[config.mk]
export PLATFORM = sky130hd
export DESIGN_NAME = shift_sequencer
export DESIGN_NICKNAME = d
export VERILOG_FILES = /design/src/rtl/shift_pkg.sv /design/src/rtl/shift_step.sv /design/src/rtl/shift_sequencer.sv
export SDC_FILE = /design/constraint.sdc
export NUM_CORES = 1
export LEC_CHECK = 0
export CAP_MARGIN = 25
export CORE_UTILIZATION = 49
export DETAILED_ROUTE_END_ITERATION = 8
export GPL_ROUTABILITY_DRIVEN = 0
export PLACE_DENSITY = 0.84
export SLEW_MARGIN = 10
export SYNTH_ARGS = -nofsm -noshare
export SYNTH_HDL_FRONTEND = slang
export SYNTH_SLANG_ARGS = --single-unit
[constraint.sdc]
create_clock -name clk -period 3.25 [get_ports clk]
set_input_delay 0.65 -clock clk [delete_from_list [all_inputs] [get_ports clk]]
set_output_delay 0.65 -clock clk [all_outputs]
set_load 0.02 [all_outputs]
[src/rtl/shift_pkg.sv]
// Shared encodings and constants for the multi-cycle shift sequencer.
package shift_pkg;

    localparam logic [1:0] OP_LSL = 2'b00;
    localparam logic [1:0] OP_LSR = 2'b01;
    localparam logic [1:0] OP_ASR = 2'b10;
    localparam logic [1:0] OP_ROR = 2'b11;

    // Sequencer states
    typedef logic [1:0] state_t;
    localparam state_t ST_IDLE  = 2'b00;
    localparam state_t ST_SHIFT = 2'b01;
    localparam state_t ST_DONE  = 2'b10;

    localparam int STEP_BIG   = 4;
    localparam int STEP_SMALL = 1;

endpackage

[src/rtl/shift_step.sv]
// One combinational shift step: moves data by 4 (big=1) or by 1 (big=0) per op.
module shift_step
    import shift_pkg::*;
#(
    parameter int DATA_WIDTH = 64
) (
    input  logic [DATA_WIDTH-1:0] data,
    input  logic [1:0]            op,
    input  logic                  big,
    output logic [DATA_WIDTH-1:0] shifted
);

    localparam int W = DATA_WIDTH;

    // Select the step result for the requested operation and distance
    always_comb begin
        shifted = data;
        if (big) begin
            case (op)
                OP_LSL:  shifted = {data[W-5:0], 4'b0000};
                OP_LSR:  shifted = {4'b0000, data[W-1:4]};
                OP_ASR:  shifted = {{4{data[W-1]}}, data[W-1:4]};
                OP_ROR:  shifted = {data[3:0], data[W-1:4]};
                default: shifted = data;
            endcase
        end else begin
            case (op)
                OP_LSL:  shifted = {data[W-2:0], 1'b0};
                OP_LSR:  shifted = {1'b0, data[W-1:1]};
                OP_ASR:  shifted = {data[W-1], data[W-1:1]};
                OP_ROR:  shifted = {data[0], data[W-1:1]};
                default: shifted = data;
            endcase
        end
    end

endmodule

[src/rtl/shift_sequencer.sv]
// Multi-cycle LSL/LSR/ASR/ROR unit: iterates a 4-or-1 step shifter under a
// start/busy/done handshake so the pipeline can stall EX during a shift.
module shift_sequencer
    import shift_pkg::*;
#(
    parameter int DATA_WIDTH  = 64,
    parameter int SHAMT_WIDTH = 6
) (
    input  logic                   clk,
    input  logic                   reset,
    input  logic                   start,
    input  logic [1:0]             op,
    input  logic [SHAMT_WIDTH-1:0] shamt,
    input  logic [DATA_WIDTH-1:0]  inputData,
    input  logic                   abort,
    output logic                   busy,
    output logic                   done,
    output logic [DATA_WIDTH-1:0]  outputData
);

    localparam logic [SHAMT_WIDTH-1:0] BIG_AMT   = SHAMT_WIDTH'(STEP_BIG);
    localparam logic [SHAMT_WIDTH-1:0] SMALL_AMT = SHAMT_WIDTH'(STEP_SMALL);

    state_t                  state_r;
    state_t                  state_nxt_s;
    logic [1:0]              op_r;
    logic [DATA_WIDTH-1:0]   work_r;
    logic [DATA_WIDTH-1:0]   stepped_s;
    logic [SHAMT_WIDTH-1:0]  remaining_r;
    logic [SHAMT_WIDTH-1:0]  rem_nxt_s;
    logic                    big_s;
    logic                    busy_r;
    logic                    done_r;
    logic                    accept_s;

    shift_step #(.DATA_WIDTH(DATA_WIDTH)) u_step (
        .data    (work_r),
        .op      (op_r),
        .big     (big_s),
        .shifted (stepped_s)
    );

    // Step size and the count left after this step
    always_comb begin
        big_s     = (remaining_r >= BIG_AMT);
        rem_nxt_s = remaining_r - (big_s ? BIG_AMT : SMALL_AMT);
        accept_s  = start & ~abort;
    end

    // Next-state logic; abort overrides both a new request and progress
    always_comb begin
        state_nxt_s = ST_IDLE;
        case (state_r)
            ST_IDLE: begin
                if (accept_s) begin
                    state_nxt_s = (shamt == {SHAMT_WIDTH{1'b0}}) ? ST_DONE : ST_SHIFT;
                end else begin
                    state_nxt_s = ST_IDLE;
                end
            end
            ST_SHIFT: begin
                if (abort) begin
                    state_nxt_s = ST_IDLE;
                end else if (rem_nxt_s == {SHAMT_WIDTH{1'b0}}) begin
                    state_nxt_s = ST_DONE;
                end else begin
                    state_nxt_s = ST_SHIFT;
                end
            end
            ST_DONE:  state_nxt_s = ST_IDLE;
            default:  state_nxt_s = ST_IDLE;
        endcase
    end

    // State, handshake flags and datapath registers
    always_ff @(posedge clk or posedge reset) begin
        if (reset) begin
            state_r     <= ST_IDLE;
            busy_r      <= 1'b0;
            done_r      <= 1'b0;
            op_r        <= OP_LSL;
            work_r      <= {DATA_WIDTH{1'b0}};
            remaining_r <= {SHAMT_WIDTH{1'b0}};
        end else begin
            state_r <= state_nxt_s;
            // busy/done come from the next state so they are flops, not decodes
            busy_r  <= (state_nxt_s != ST_IDLE);
            done_r  <= (state_nxt_s == ST_DONE);
            case (state_r)
                ST_IDLE: begin
                    if (accept_s) begin
                        op_r        <= op;
                        work_r      <= inputData;
                        remaining_r <= shamt;
                    end
                end
                ST_SHIFT: begin
                    if (!abort) begin
                        work_r      <= stepped_s;
                        remaining_r <= rem_nxt_s;
                    end
                end
                default: begin
                end
            endcase
        end
    end

    assign busy       = busy_r;
    assign done       = done_r;
    assign outputData = work_r;

endmodule

==> impl_metrics.json <==
{
  "status": "completed",
  "antenna_found_initial": 0,
  "cp_max_fo": 40,
  "cts.sinks": 76,
  "switching_share_pct": 39.2,
  "maxCapViolCount": 0,
  "grtUsageTotal_pct": 29.5,
  "dieArea_um2": 11000,
  "synth_flop_cell": "dfrtp_1",
  "fillCellCount": 820,
  "yosys.area_share.xor_xnor_pct": 0.338,
  "syn_avg_cell_area_um2": 8.57,
  "synthTopCellsByArea": "dfrtp_1 (37%), a21oi_1 (10%), nand2_1 (7.3%)",
  "cp-end-kind": "register",
  "cts_setup_buffers": 0,
  "drtIter0Drc": 630,
  "core_um2": 10300,
  "root_buffer": "clkbuf_8",
  "cp-start-kind": "register",
  "drive_above_1_share_pct": 7.36,
  "synth_area_um2": 5180,
  "yosysMostFrequentCell": "a21oi_1",
  "power.share.clock_pct": 21.2,
  "internal_power_mw": 2.62,
  "setup-tns-final_ps": 0,
  "drt_first_pass_iters": 5,
  "ir_worst_vdd_uv": 310,
  "via_count": 5519,
  "die_h_um": 105,
  "ys_warn_count": 0,
  "die_w_um": 105,
  "routed_wl_mm": 16.3,
  "synth_top_area_share_pct": 36.7,
  "synth_nets": 683,
  "synth_top_area_cell": "dfrtp_1",
  "wl_per_cell_um": 19.0,
  "powerDensity_nw_per_um2": 628,
  "p_leak_nw": 2.79,
  "clk_path_buf_depth": 2,
  "yosys-top-cells-count": "a21oi_1 (105), nand2_1 (100), dfrtp_1 (76), nor2_1 (60), o22ai_1 (36)",
  "htreeDepth": 3,
  "seqCellArea_um2": 1900,
  "arrival_ps": 3030,
  "crit_type": "register to register",
  "fin_crit_ps": 2750,
  "numCtsBuffers": 9,
  "pwr-share-seq_pct": 34.1,
  "ys_types": 46,
  "clkLatencyLatePin_ps": 360,
  "worstPathRequired_ps": 3530,
  "drt.antenna.violating_nets": 0,
  "fin_nets": 794,
  "r2r.worst_path.cells": 7,
  "finClkSkew_ps": 11.0,
  "postPlaceCellArea_um2": 6610,
  "finish.instance_area_um2": 6860,
  "io_buffers": 141,
  "synth-simple-area-share_pct": 15.8,
  "num_io_pins": 142,
  "worstMarginPinSlew_ps": 945,
  "cts-resized-gates": 0,
  "yosys.area_share.adder_pct": 0.725,
  "synth_edf_count": 0,
  "hold_depth": 2,
  "hpwl_mm": 11.1,
  "synth_seq_area_share_pct": 36.7,
  "maxSlewViolCount": 0,
  "fmax_ghz": 0.363,
  "rows": 37,
  "path_clk_slew_ps": 90,
  "hp-class": "register to register",
  "grt_pass1_vias": 5209,
  "synth_top_family_by_area": "compound AO/OA/AOI/OAI gates",
  "viasPerCell": 6.45,
  "synth_mux_area_share_pct": 8.27,
  "setup_violations": 0,
  "rsz0062_at_grt": "false",
  "antenna_cells": 0,
  "pwr-share-comb_pct": 44.7,
  "relSlewSlack_pct": 37.0,
  "cts_tree": "done",
  "start_util_pct": 50.4,
  "layout_worst_path_cycle_share_pct": 84.7,
  "cts_hold_buf": 0,
  "drc": 0,
  "synth_cells": 604,
  "grt_max_degree": 77,
  "grt_pass1_wl_mm": 26.0,
  "synthArstFlopShare_pct": 100,
  "final_hold_viol_count": 0,
  "overflow": 0,
  "multiInputGateArea_um2": 2920,
  "ys_ff_latch": 76,
  "area_growth_syn_to_layout_pct": 32.6,
  "p_sw_mw": 1.69,
  "synth_compound_area_share_pct": 30.8
}
==> metal layers <==
metal / track usage (%) / vias up / wire [um]
met2: 48.9 / 343 / 7840
met4: 12.6 / 0 / 457
li1: - / 2498 / -
met1: 38.6 / 2633 / 6500
met3: 4.30 / 45 / 1460
met5: 0 / - / 0
==> logic make-up after synthesis <==
| logic type | Yosys count |
|---|---|
| buffers and inverters | 67 |
| XOR/XNOR | 2 |
| flip-flops | 76 |
| multiplexers | 23 |
| adder cells (fa/ha/maj) | 3 |
| AND/OR/NAND/NOR | 196 |
| AO/OA/AOI/OAI | 237 |
==> per-stage QoR <==
step	power, mW	util, %	setup WS [ps]	cells	hold WS [ps]
3_3_place_gp	3.32	64.3	526	840	507
5_1_grt	4.52	66.8	361	856	581
2_1_floorplan	2.64	-	662	604	485
3_5_place_dp	3.38	64.3	440	840	527
4_1_cts	4.28	66.8	523	856	541
6_report	4.31	66.8	496	856	544
==> state kept, by name, summed over array words and instances, names as in the netlist <==
name and count:
outputData 64, remaining_r 6, op_r 2, state_r 2, busy 1, done 1
==> final timing paths <==
check / slack [ps] / end / startpoint
min in group asynchronous: 690 / busy$_DFF_PP0_ / reset
hold / removal: 540 / remaining_r[0]$_DFFE_PP0P_ / remaining_r[0]$_DFFE_PP0P_
max in group asynchronous: 2210 / outputData[56]$_DFFE_PP0P_ / reset
hold reg to reg: 540 / remaining_r[0]$_DFFE_PP0P_ / remaining_r[0]$_DFFE_PP0P_
setup reg to reg: 500 / remaining_r[5]$_DFFE_PP0P_ / remaining_r[3]$_DFFE_PP0P_
setup / recovery: 500 / remaining_r[5]$_DFFE_PP0P_ / remaining_r[3]$_DFFE_PP0P_
==> worst max-delay path: stages, from the launching register on <==
cell and delay [ps]:
dfrtp_1 470, or4_1 650, inv_8 250, ha_1 230, nand2b_1 90, a2111oi_0 590, o21ai_0 180, a2bb2oi_1 210
==> power groups by stage <==
stage	combinational (mW)	sequential, mW	clock, mW
floorplan	1.08	1.56	0
global placement	1.85	1.46	0
detailed placement	1.91	1.47	0
CTS	1.91	1.46	0.912
global route	2.07	1.50	0.953
finish	1.93	1.47	0.911
==> layout by cell type (no fill, tap or decap), drive strengths merged, types with 8 or more instances in the layout <==
master	n
and3	14
a21oi	108
a22oi	10
clkdlybuf4s50	141
a32o	35
nand2	100
nor2	60
dfrtp	76
o22ai	36
a221o	13
mux2	8
buf	18
inv	8
mux4	12
clkbuf	12
==> layout make-up <==
type                    instances  share of cell area, %
clock buffers                  12                   2.26
clock inverters                 4                   1.39
inverters                       8                  0.547
multi-input cells             461                   42.5
flip-flops and latches         76                   27.7
well taps                     136                   2.48
repair buffers                159                   23.1
No activity file was read; power rests on OpenSTA's default activity.
